File: config.mk
export PLATFORM = sky130hd
export DESIGN_NAME = piarb_qm_ctrl
export DESIGN_NICKNAME = d
export VERILOG_FILES = /design/src/rtl/meta_package.sv /design/src/rtl/piarb_qm_ctrl.sv
export SDC_FILE = /design/constraint.sdc
export NUM_CORES = 1
export LEC_CHECK = 0
export ABC_AREA = 1
export BUFFER_PORTS_ARGS = -buffer_cell sky130_fd_sc_hd__clkbuf_2
export CORE_MARGIN = 1.5
export CORE_UTILIZATION = 50
export CTS_CLUSTER_SIZE = 25
export DETAILED_ROUTE_END_ITERATION = 10
export PLACE_DENSITY = 0.79
export SYNTH_ARGS = -nofsm -noshare
export SYNTH_HDL_FRONTEND = slang
export SYNTH_SLANG_ARGS = --single-unit
File: constraint.sdc
create_clock -name clk -period 4.09 [get_ports clk]
set_clock_uncertainty 0.1 [all_clocks]
set_input_delay 0.409 -clock clk [delete_from_list [all_inputs] [get_ports clk]]
set_output_delay 0.409 -clock clk [all_outputs]
set_load 0.01 [all_outputs]
File: src/rtl/meta_package.sv
// Shared types for the PU queue manager: payload type and controller FSM states.
`ifndef PU_QUEUE_ENTRIES_NBITS
`define PU_QUEUE_ENTRIES_NBITS 4
`endif
`ifndef NUM_OF_PU
`define NUM_OF_PU 8
`endif

package meta_package;

  localparam int unsigned PU_PAYLOAD_NBITS = 16;

  typedef logic [PU_PAYLOAD_NBITS-1:0] pu_queue_payload_type;

  typedef enum logic [2:0] {
    INIT,
    IDLE,
    ENQ_RD,
    ENQ_WR,
    DEQ_RD1,
    DEQ_RD2,
    DEQ_WR
  } piarb_qm_state_type;

endpackage

File: src/rtl/piarb_qm_ctrl.sv
// Linked-list queue manager controller: builds the free list at init, then
// serves enqueue/dequeue requests against external head/tail/depth/ll/desc RAMs.
`ifndef PU_QUEUE_ENTRIES_NBITS
`define PU_QUEUE_ENTRIES_NBITS 4
`endif
`ifndef NUM_OF_PU
`define NUM_OF_PU 8
`endif

module piarb_qm_ctrl
  import meta_package::*;
#(
  parameter int QUEUE_ID_NBITS      = 5,
  parameter int QUEUE_ENTRIES_NBITS = `PU_QUEUE_ENTRIES_NBITS,
  parameter int QUEUE_DEPTH         = `NUM_OF_PU
) (
  input  logic                           clk,
  input  logic                           rst,
  input  logic                           enq_req,
  input  logic [QUEUE_ID_NBITS-1:0]      enq_qid,
  input  pu_queue_payload_type           enq_data,
  output logic                           enq_ack,
  output logic                           enq_full,
  input  logic                           deq_req,
  input  logic [QUEUE_ID_NBITS-1:0]      deq_qid,
  output logic                           deq_ack,
  output logic                           deq_empty,
  output pu_queue_payload_type           deq_data,
  output logic                           init_done,
  output logic                           head_wr,
  output logic [QUEUE_ID_NBITS-1:0]      head_raddr,
  output logic [QUEUE_ID_NBITS-1:0]      head_waddr,
  output logic [QUEUE_ENTRIES_NBITS-1:0] head_wdata,
  input  logic [QUEUE_ENTRIES_NBITS-1:0] head_rdata,
  output logic                           tail_wr,
  output logic [QUEUE_ID_NBITS-1:0]      tail_raddr,
  output logic [QUEUE_ID_NBITS-1:0]      tail_waddr,
  output logic [QUEUE_ENTRIES_NBITS-1:0] tail_wdata,
  input  logic [QUEUE_ENTRIES_NBITS-1:0] tail_rdata,
  output logic                           depth_wr,
  output logic [QUEUE_ID_NBITS-1:0]      depth_raddr,
  output logic [QUEUE_ID_NBITS-1:0]      depth_waddr,
  output logic [QUEUE_ENTRIES_NBITS:0]   depth_wdata,
  input  logic [QUEUE_ENTRIES_NBITS:0]   depth_rdata,
  output logic                           depth_fid0_wr,
  output logic [QUEUE_ID_NBITS-1:0]      depth_fid0_raddr,
  output logic [QUEUE_ID_NBITS-1:0]      depth_fid0_waddr,
  output logic [QUEUE_ENTRIES_NBITS:0]   depth_fid0_wdata,
  output logic                           depth_fid1_wr,
  output logic [QUEUE_ID_NBITS-1:0]      depth_fid1_raddr,
  output logic [QUEUE_ID_NBITS-1:0]      depth_fid1_waddr,
  output logic [QUEUE_ENTRIES_NBITS:0]   depth_fid1_wdata,
  output logic                           ll_wr,
  output logic [QUEUE_ENTRIES_NBITS-1:0] ll_raddr,
  output logic [QUEUE_ENTRIES_NBITS-1:0] ll_waddr,
  output logic [QUEUE_ENTRIES_NBITS-1:0] ll_wdata,
  input  logic [QUEUE_ENTRIES_NBITS-1:0] ll_rdata,
  output logic                           desc_wr,
  output logic [QUEUE_ENTRIES_NBITS-1:0] desc_raddr,
  output logic [QUEUE_ENTRIES_NBITS-1:0] desc_waddr,
  output pu_queue_payload_type           desc_wdata,
  input  pu_queue_payload_type           desc_rdata
);

  localparam logic [QUEUE_ENTRIES_NBITS-1:0] LAST_IDX       = '1;
  localparam logic [QUEUE_ENTRIES_NBITS-1:0] FREE_TAIL_INIT = {{(QUEUE_ENTRIES_NBITS-1){1'b1}}, 1'b0};

  piarb_qm_state_type               state;
  logic [QUEUE_ENTRIES_NBITS-1:0]   init_idx;
  logic [QUEUE_ENTRIES_NBITS-1:0]   free_head;
  logic [QUEUE_ENTRIES_NBITS-1:0]   free_tail;
  logic [QUEUE_ENTRIES_NBITS:0]     free_cnt;
  logic                             last_deq;
  logic [QUEUE_ENTRIES_NBITS-1:0]   deq_head;
  logic [QUEUE_ENTRIES_NBITS:0]     deq_depth;

  // Secondary depth ports are unused by this controller.
  assign depth_fid0_wr    = 1'b0;
  assign depth_fid0_raddr = '0;
  assign depth_fid0_waddr = '0;
  assign depth_fid0_wdata = '0;
  assign depth_fid1_wr    = 1'b0;
  assign depth_fid1_raddr = '0;
  assign depth_fid1_waddr = '0;
  assign depth_fid1_wdata = '0;

  // Read addresses are decoded from the current state so the RAM's registered
  // read lands in the following state, giving 2-cycle enqueue / 3-cycle dequeue.
  always_comb begin
    head_raddr  = '0;
    tail_raddr  = '0;
    depth_raddr = '0;
    ll_raddr    = '0;
    desc_raddr  = '0;
    case (state)
      ENQ_RD: begin
        depth_raddr = enq_qid;
        tail_raddr  = enq_qid;
        ll_raddr    = free_head;
      end
      DEQ_RD1: begin
        head_raddr  = deq_qid;
        depth_raddr = deq_qid;
      end
      DEQ_RD2: begin
        ll_raddr    = head_rdata;
        desc_raddr  = head_rdata;
      end
      default: ;
    endcase
  end

  // Controller FSM with registered acks, write strobes and free-list pointers.
  always_ff @(posedge clk or posedge rst) begin
    if (rst) begin
      state       <= INIT;
      init_idx    <= '0;
      init_done   <= 1'b0;
      enq_ack     <= 1'b0;
      enq_full    <= 1'b0;
      deq_ack     <= 1'b0;
      deq_empty   <= 1'b0;
      deq_data    <= '0;
      head_wr     <= 1'b0;
      head_waddr  <= '0;
      head_wdata  <= '0;
      tail_wr     <= 1'b0;
      tail_waddr  <= '0;
      tail_wdata  <= '0;
      depth_wr    <= 1'b0;
      depth_waddr <= '0;
      depth_wdata <= '0;
      ll_wr       <= 1'b0;
      ll_waddr    <= '0;
      ll_wdata    <= '0;
      desc_wr     <= 1'b0;
      desc_waddr  <= '0;
      desc_wdata  <= '0;
      free_head   <= '0;
      free_tail   <= '0;
      free_cnt    <= '0;
      last_deq    <= 1'b1;
      deq_head    <= '0;
      deq_depth   <= '0;
    end else begin
      enq_ack   <= 1'b0;
      enq_full  <= 1'b0;
      deq_ack   <= 1'b0;
      deq_empty <= 1'b0;
      head_wr   <= 1'b0;
      tail_wr   <= 1'b0;
      depth_wr  <= 1'b0;
      ll_wr     <= 1'b0;
      desc_wr   <= 1'b0;
      case (state)
        INIT: begin
          ll_wr    <= 1'b1;
          ll_waddr <= init_idx;
          ll_wdata <= init_idx + 1'b1;
          if (int'(init_idx) < QUEUE_DEPTH) begin
            depth_wr    <= 1'b1;
            depth_waddr <= QUEUE_ID_NBITS'(init_idx);
            depth_wdata <= '0;
          end
          init_idx <= init_idx + 1'b1;
          if (init_idx == LAST_IDX) begin
            state     <= IDLE;
            init_done <= 1'b1;
            free_head <= '0;
            free_tail <= FREE_TAIL_INIT;
            free_cnt  <= {1'b0, LAST_IDX};
          end
        end
        IDLE: begin
          // Skip the ack cycle so a request still held during its own ack is not re-served.
          if (init_done && !enq_ack && !deq_ack) begin
            if (enq_req && (!deq_req || last_deq)) begin
              state    <= ENQ_RD;
              last_deq <= 1'b0;
            end else if (deq_req) begin
              state    <= DEQ_RD1;
              last_deq <= 1'b1;
            end
          end
        end
        ENQ_RD: begin
          if (free_cnt == '0) begin
            enq_ack  <= 1'b1;
            enq_full <= 1'b1;
            state    <= IDLE;
          end else begin
            state <= ENQ_WR;
          end
        end
        ENQ_WR: begin
          desc_wr    <= 1'b1;
          desc_waddr <= free_head;
          desc_wdata <= enq_data;
          if (depth_rdata == '0) begin
            head_wr    <= 1'b1;
            head_waddr <= enq_qid;
            head_wdata <= free_head;
          end else begin
            ll_wr    <= 1'b1;
            ll_waddr <= tail_rdata;
            ll_wdata <= free_head;
          end
          tail_wr     <= 1'b1;
          tail_waddr  <= enq_qid;
          tail_wdata  <= free_head;
          depth_wr    <= 1'b1;
          depth_waddr <= enq_qid;
          depth_wdata <= depth_rdata + 1'b1;
          free_head   <= ll_rdata;
          free_cnt    <= free_cnt - 1'b1;
          enq_ack     <= 1'b1;
          state       <= IDLE;
        end
        DEQ_RD1: state <= DEQ_RD2;
        DEQ_RD2: begin
          if (depth_rdata == '0) begin
            deq_ack   <= 1'b1;
            deq_empty <= 1'b1;
            state     <= IDLE;
          end else begin
            deq_head  <= head_rdata;
            deq_depth <= depth_rdata;
            state     <= DEQ_WR;
          end
        end
        DEQ_WR: begin
          head_wr     <= 1'b1;
          head_waddr  <= deq_qid;
          head_wdata  <= ll_rdata;
          depth_wr    <= 1'b1;
          depth_waddr <= deq_qid;
          depth_wdata <= deq_depth - 1'b1;
          if (free_cnt == '0) begin
            free_head <= deq_head;
          end else begin
            ll_wr    <= 1'b1;
            ll_waddr <= free_tail;
            ll_wdata <= deq_head;
          end
          free_tail <= deq_head;
          free_cnt  <= free_cnt + 1'b1;
          deq_data  <= desc_rdata;
          deq_ack   <= 1'b1;
          state     <= IDLE;
        end
        default: state <= INIT;
      endcase
    end
  end

endmodule

; Word level (Yosys, flattened, before mapping)
; Index checks and enable logic that the tools add are counted.
[totals]
register_bits = 107
out_inout_bits = 137
word_cells = 122
[classes]
addsub = 5
order_cmp = 1
eq_ne = 15
mux = 48
bitwise_logic = 1
reduce_logical = 25
[ops]
columns = cell, n
row1 = case mux 5 bit (3 select lines), 3
row2 = 2-to-1 mux 4 bit, 9
row3 = case mux 4 bit (3 select lines), 3
row4 = 2-to-1 mux 5 bit, 6
row5 = case mux 4 bit (2 select lines), 3
row6 = case mux 5 bit (2 select lines), 2
row7 = case mux 3 bit (6 select lines), 1
row8 = 2-to-1 mux 3 bit, 5
row9 = "inequality test 2 bit, second input constant", 7
row10 = AND reduction 2 bit, 6
row11 = AND reduction 3 bit, 4
row12 = "adder 5 x 1 -> 5 bit, second input constant", 2
row13 = zero test 5 bit, 2
row14 = 2-to-1 mux 1 bit, 10
row15 = "subtractor 5 x 1 -> 5 bit, second input constant", 2
row16 = "equality test 3 bit, second input constant", 3
row17 = case mux 1 bit (2 select lines), 4
row18 = "equality test 3 x 2 -> 1 bit, second input constant", 2
row19 = nonzero test 2 bit, 3
row20 = "adder 4 x 1 -> 4 bit, second input constant", 1
row21 = "equality test 4 bit, second input constant", 1
row22 = "< comparator 4 bit, second input constant", 1
row23 = "equality test 3 x 1 -> 1 bit, second input constant", 1
row24 = logical AND 1 bit, 3
row25 = 9 further kinds, 11

; Depth between registers and ports, before layout
[depth]
word_depth = 6
mapped_depth = 11
depth_no_buf = 9

; Worst setup path before layout
; OpenSTA, ideal clock, no wires.
[synth_timing]
path_type = reg-to-reg
startpoint = register state[0]
endpoint = register free_cnt[2]
setup_ns = 0.127
arrival_ns = 1.821
slack_ns = 2.042
path_stages_with_launch = 9
n_path_buf = 2
cell_sequence = dfrtp_1 > inv_2 > nand3_2 > buf_2 > buf_2 > fa_1 > or2_2 > a21oi_1 > a21oi_1
[synth_via]
elab_chain_cells = 3
elab_cells_between_ends = 7
classes_between = eq/ne (3) / mux (1) / reduce/logical (3)
[synth_lines]
columns = item, line
row1 = start: declaration, piarb_qm_ctrl.sv:68  ; piarb_qm_state_type state;
row2 = start signal: assignment, piarb_qm_ctrl.sv:116  ; state <= INIT;
row3 = start signal: assignment, piarb_qm_ctrl.sv:167  ; state <= IDLE;
row4 = start signal: assignment, piarb_qm_ctrl.sv:178  ; state <= ENQ_RD;
row5 = equality test 3 bit (tied with other cells), piarb_qm_ctrl.sv:155  ; case (state)
row6 = nonzero test 3 bit (no source line) or inequality test 2 bit (tied branches), n/a
row7 = AND reduction 2 bit (no source line), n/a
row8 = end signal: assignment, piarb_qm_ctrl.sv:171  ; free_cnt <= {1'b0, LAST_IDX};
row9 = end signal: assignment, piarb_qm_ctrl.sv:215  ; free_cnt <= free_cnt - 1'b1;
row10 = end signal: assignment, piarb_qm_ctrl.sv:246  ; free_cnt <= free_cnt + 1'b1;
row11 = end: declaration, piarb_qm_ctrl.sv:72  ; logic [QUEUE_ENTRIES_NBITS:0] free_cnt;
; Parallel ways exist; a longest one is shown, timed or not.
; A chain may end at the register's enable or synchronous reset.

; Worst setup path after layout
[layout_timing]
startpoint = register state[2]
endpoint = register ll_wdata[0]
[layout_via]
elab_chain_cells = 3
elab_cells_between_ends = 8
classes_between = eq/ne (4) / mux (1) / reduce/logical (3)
[layout_lines]
columns = item, line
row1 = equality test 3 x 2 -> 1 bit (tied with other cells), piarb_qm_ctrl.sv:155
row2 = inequality test 2 bit (no source line) or nonzero test 3 bit (tied branches), n/a
row3 = AND reduction 3 bit (no source line), n/a
row4 = end signal: assignment, piarb_qm_ctrl.sv:159  ; ll_wdata <= init_idx + 1'b1;
row5 = end signal: assignment, piarb_qm_ctrl.sv:206  ; ll_wdata <= free_head;
row6 = end signal: assignment, piarb_qm_ctrl.sv:243  ; ll_wdata <= deq_head;
row7 = end: declaration, piarb_qm_ctrl.sv:56  ; output logic [QUEUE_ENTRIES_NBITS-1:0] ll_wdata,
; Parallel ways exist; a longest one is shown, timed or not.

==> flow_summary_export.csv <==
group,metric,value,unit
sta,grt_setup_unrepaired,"false",
synthesis,synth-seq-cells,107,
power_and_ir_drop,ir_worst_vdd,0.293,mV
die,dieArea,0.0113,mm²
setup_path,path_cells,"nand3_2 -> inv_2 -> nand2_1 -> nand3_2 -> nand2_1 -> nand2_1",
place,gp_congestion,0.865,
global_route,antenna_found_initial,0,
run,maxCapViolCount,0,
die,core,0.0103,mm²
global_route,grt_max_degree,56,
clocking,clock-sinks,107,
power_and_ir_drop,clock_power_share,16.6,%
clocking,cts_tree,"yes",
run_status,status,"finished, final reports clean",
setup_path,crit_required,4.29,ns
synthesis,yosysTopAreaCell,"dfrtp_1",
setup_path,cpLargestDelayFamily,"simple AND/OR/NAND/NOR gates",
place,hpwlAfterDp,9650,µm
global_route,grt_pass1_vias,4426,
die,num_rows,37,
power_and_ir_drop,combPwrFrac,39.4,%
routing,wire_per_inst,13.5,µm
routing,route.detailed.drc,0,
final_layout,syn_to_final_growth,17.7,%
routing,routed_wl,13100,µm
die,fp.dieW,106,µm
sta,worst_slew_pin_slew,0.676,ns
clocking,cts_buffers,9,
sta,fin_crit_sh,66.7,%
clocking,ctsResizeCount,0,
setup_path,worstSetupPathType,"reg -> reg",
setup_path,critPathBufInv,1,
clocking,cts_root_buf,"clkbuf_8",
setup_path,crit_top_cell,"nand2_1",
setup_path,worst_setup_path_end_kind,"flop",
worst_hold_path,hold_class,"in -> async",
final_layout,fin_nets,899,
die,io_pins,200,
clocking,clk_pin_slew,0.10,ns
routing,drt_iter0_drc,266,
setup_path,cp-start-kind,"flop",
setup_path,arrival,2.93,ns
sta,min_period,2.73,ns
setup_path,critPathMaxStageDelay,0.58,ns
synthesis,synth_top_area_share,49.7,%
clocking,postCtsHoldBufs,0,
global_route,track_usage,24.1,%
power_and_ir_drop,internal_power,2.33,mW
routing,first_pass_iters,5,
place,io_buffers,167,
final_layout,n_fill_cell,961,
global_route,grt.overflow.total,0,
synthesis,yosys_warnings,0,
final_layout,final_common_cell,"nand2_1",
clocking,cts_setup_buffers,0,
power_and_ir_drop,power,3.91,mW
synthesis,netlist_area,0.00534,mm²
sta,setup_tns,0,ns
power_and_ir_drop,seqPwrFrac,44.0,%
die,start_util,51.7,%
die,die_h,106,µm
synthesis,synth_area_leaders,"dfrtp_1, nand2_1, nand3_1",
setup_path,cpMaxStageDelayCell,"dfrtp_1",
global_route,grt_pass1_wl,21400,µm
sta,drv_slew,0,
synthesis,avgSynthCellArea,7.89,µm²
sta,max_clock_freq,367,MHz
power_and_ir_drop,total_leakage_power,3.61,nW
sta,hold_viol,0,
final_layout,final_cell_mix,"nand2_1, clkbuf_2, dfrtp_1",
sta,hold_ws,0.0143,ns
sta,setup_viol,0,
power_and_ir_drop,swShare,40.3,%
routing,via_count,4830,
clocking,ctsHtreeMaxLevel,3,
synthesis,ys_seq_area_share,50.2,%
setup_path,cp_max_fo,28,
power_and_ir_drop,power_density,622,mW/mm²
clocking,clock_latency,0.37,ns
routing,final_antenna_net_count,0,
routing,via_per_inst,4.99,
synthesis,ys_types,27,
clocking,cts_buffer_depth,2,
power_and_ir_drop,switchingPower,1.58,mW
final_layout,final_layout_size_suffix_gt1_share,24.3,%
final_layout,diodes,0,
sta,relSlewSlack,54.9,%
synthesis,netlist_instances,677,
state kept, by name (all words and copies together) (netlist names), 3 cells and up:
name / flops
depth_wdata: 5
head_waddr: 5
free_head: 4
head_wdata: 4
deq_data: 16
depth_waddr: 5
desc_wdata: 16
deq_head: 4
state: 3
ll_wdata: 4
desc_waddr: 4
deq_depth: 5
tail_waddr: 5
free_tail: 4
free_cnt: 5
init_idx: 4
ll_waddr: 4
metal layers:
layer / wire length [µm] / up-vias / GRT usage, %
met5: 0 / - / 0
met1: 5690 / 2205 / 32.6
met3: 988 / 23 / 4.29
li1: - / 2388 / -
met4: 223 / 0 / 8.30
met2: 6160 / 214 / 39.0
per-stage QoR:
step / worst slack [ns] / utilization, % / instances / cell area, µm²
global route: 1.09 / 60.9 / 968 / 6280
global placement: 1.43 / 59.0 / 953 / 6090
floorplan: 0.765 / - / 708 / 5460
CTS: 1.37 / 60.9 / 968 / 6280
detailed placement: 1.35 / 59.0 / 953 / 6090
finish: 1.36 / 60.9 / 968 / 6280
worst paths after layout:
kind | endpoint | startpoint | cells past startpoint | slack, ns
min | depth_wdata[2] | rst | 2 | 0.01
max in group asynchronous | last_deq | rst | 3 | 2.98
max | ll_wdata[0] | state[2] | 6 | 1.36
min in group clk | desc_wdata[12] | enq_data[12] | 3 | 0.12
max reg2reg | ll_wdata[0] | state[2] | 6 | 1.36
min reg2reg | desc_wdata[0] | desc_wdata[0] | 2 | 0.39
final cells by class:
class	count	area (µm²)	share of cell area, %
flip-flops and latches	107	2680	42.6
multi-input cells	481	2150	34.2
repair buffers	172	873	13.9
inverters	57	216	3.44
well taps	136	170	2.71
clock buffers	11	141	2.25
clock inverters	4	51.3	0.816
synth_stat cells (all sizes together):
cell    count
nor3        2
or2         2
dfrtp     106
clkbuf      7
nand3      67
o21ai      32
inv        57
ha          7
buf        56
nand4      21
fa          1
o22ai       5
nor2       42
nand3b      4
o21bai      1
xor2        2
a22oi       1
conb        1
a21oi       8
nand2     254
dfstp       1
power by group through the flow:
stage	sequential, mW	clock [mW]	combinational [mW]
final	1.72	0.649	1.54
after global routing	1.77	0.706	1.74
after CTS	1.72	0.658	1.55
after detailed placement	1.73	0	1.55
after global placement	1.73	0	1.51
after floorplan	1.81	0	0.919
cell families after synthesis:
group	synth area share (%)
AOI/OAI and AO/OA	4.62
and+or+nand+nor	31.0
buffers and inverters	11.8
adders and majority gates	2.02
xor gates and xnor gates	0.328
other	0.0702
DFF	50.2
Power figures use the tool's default switching activity.
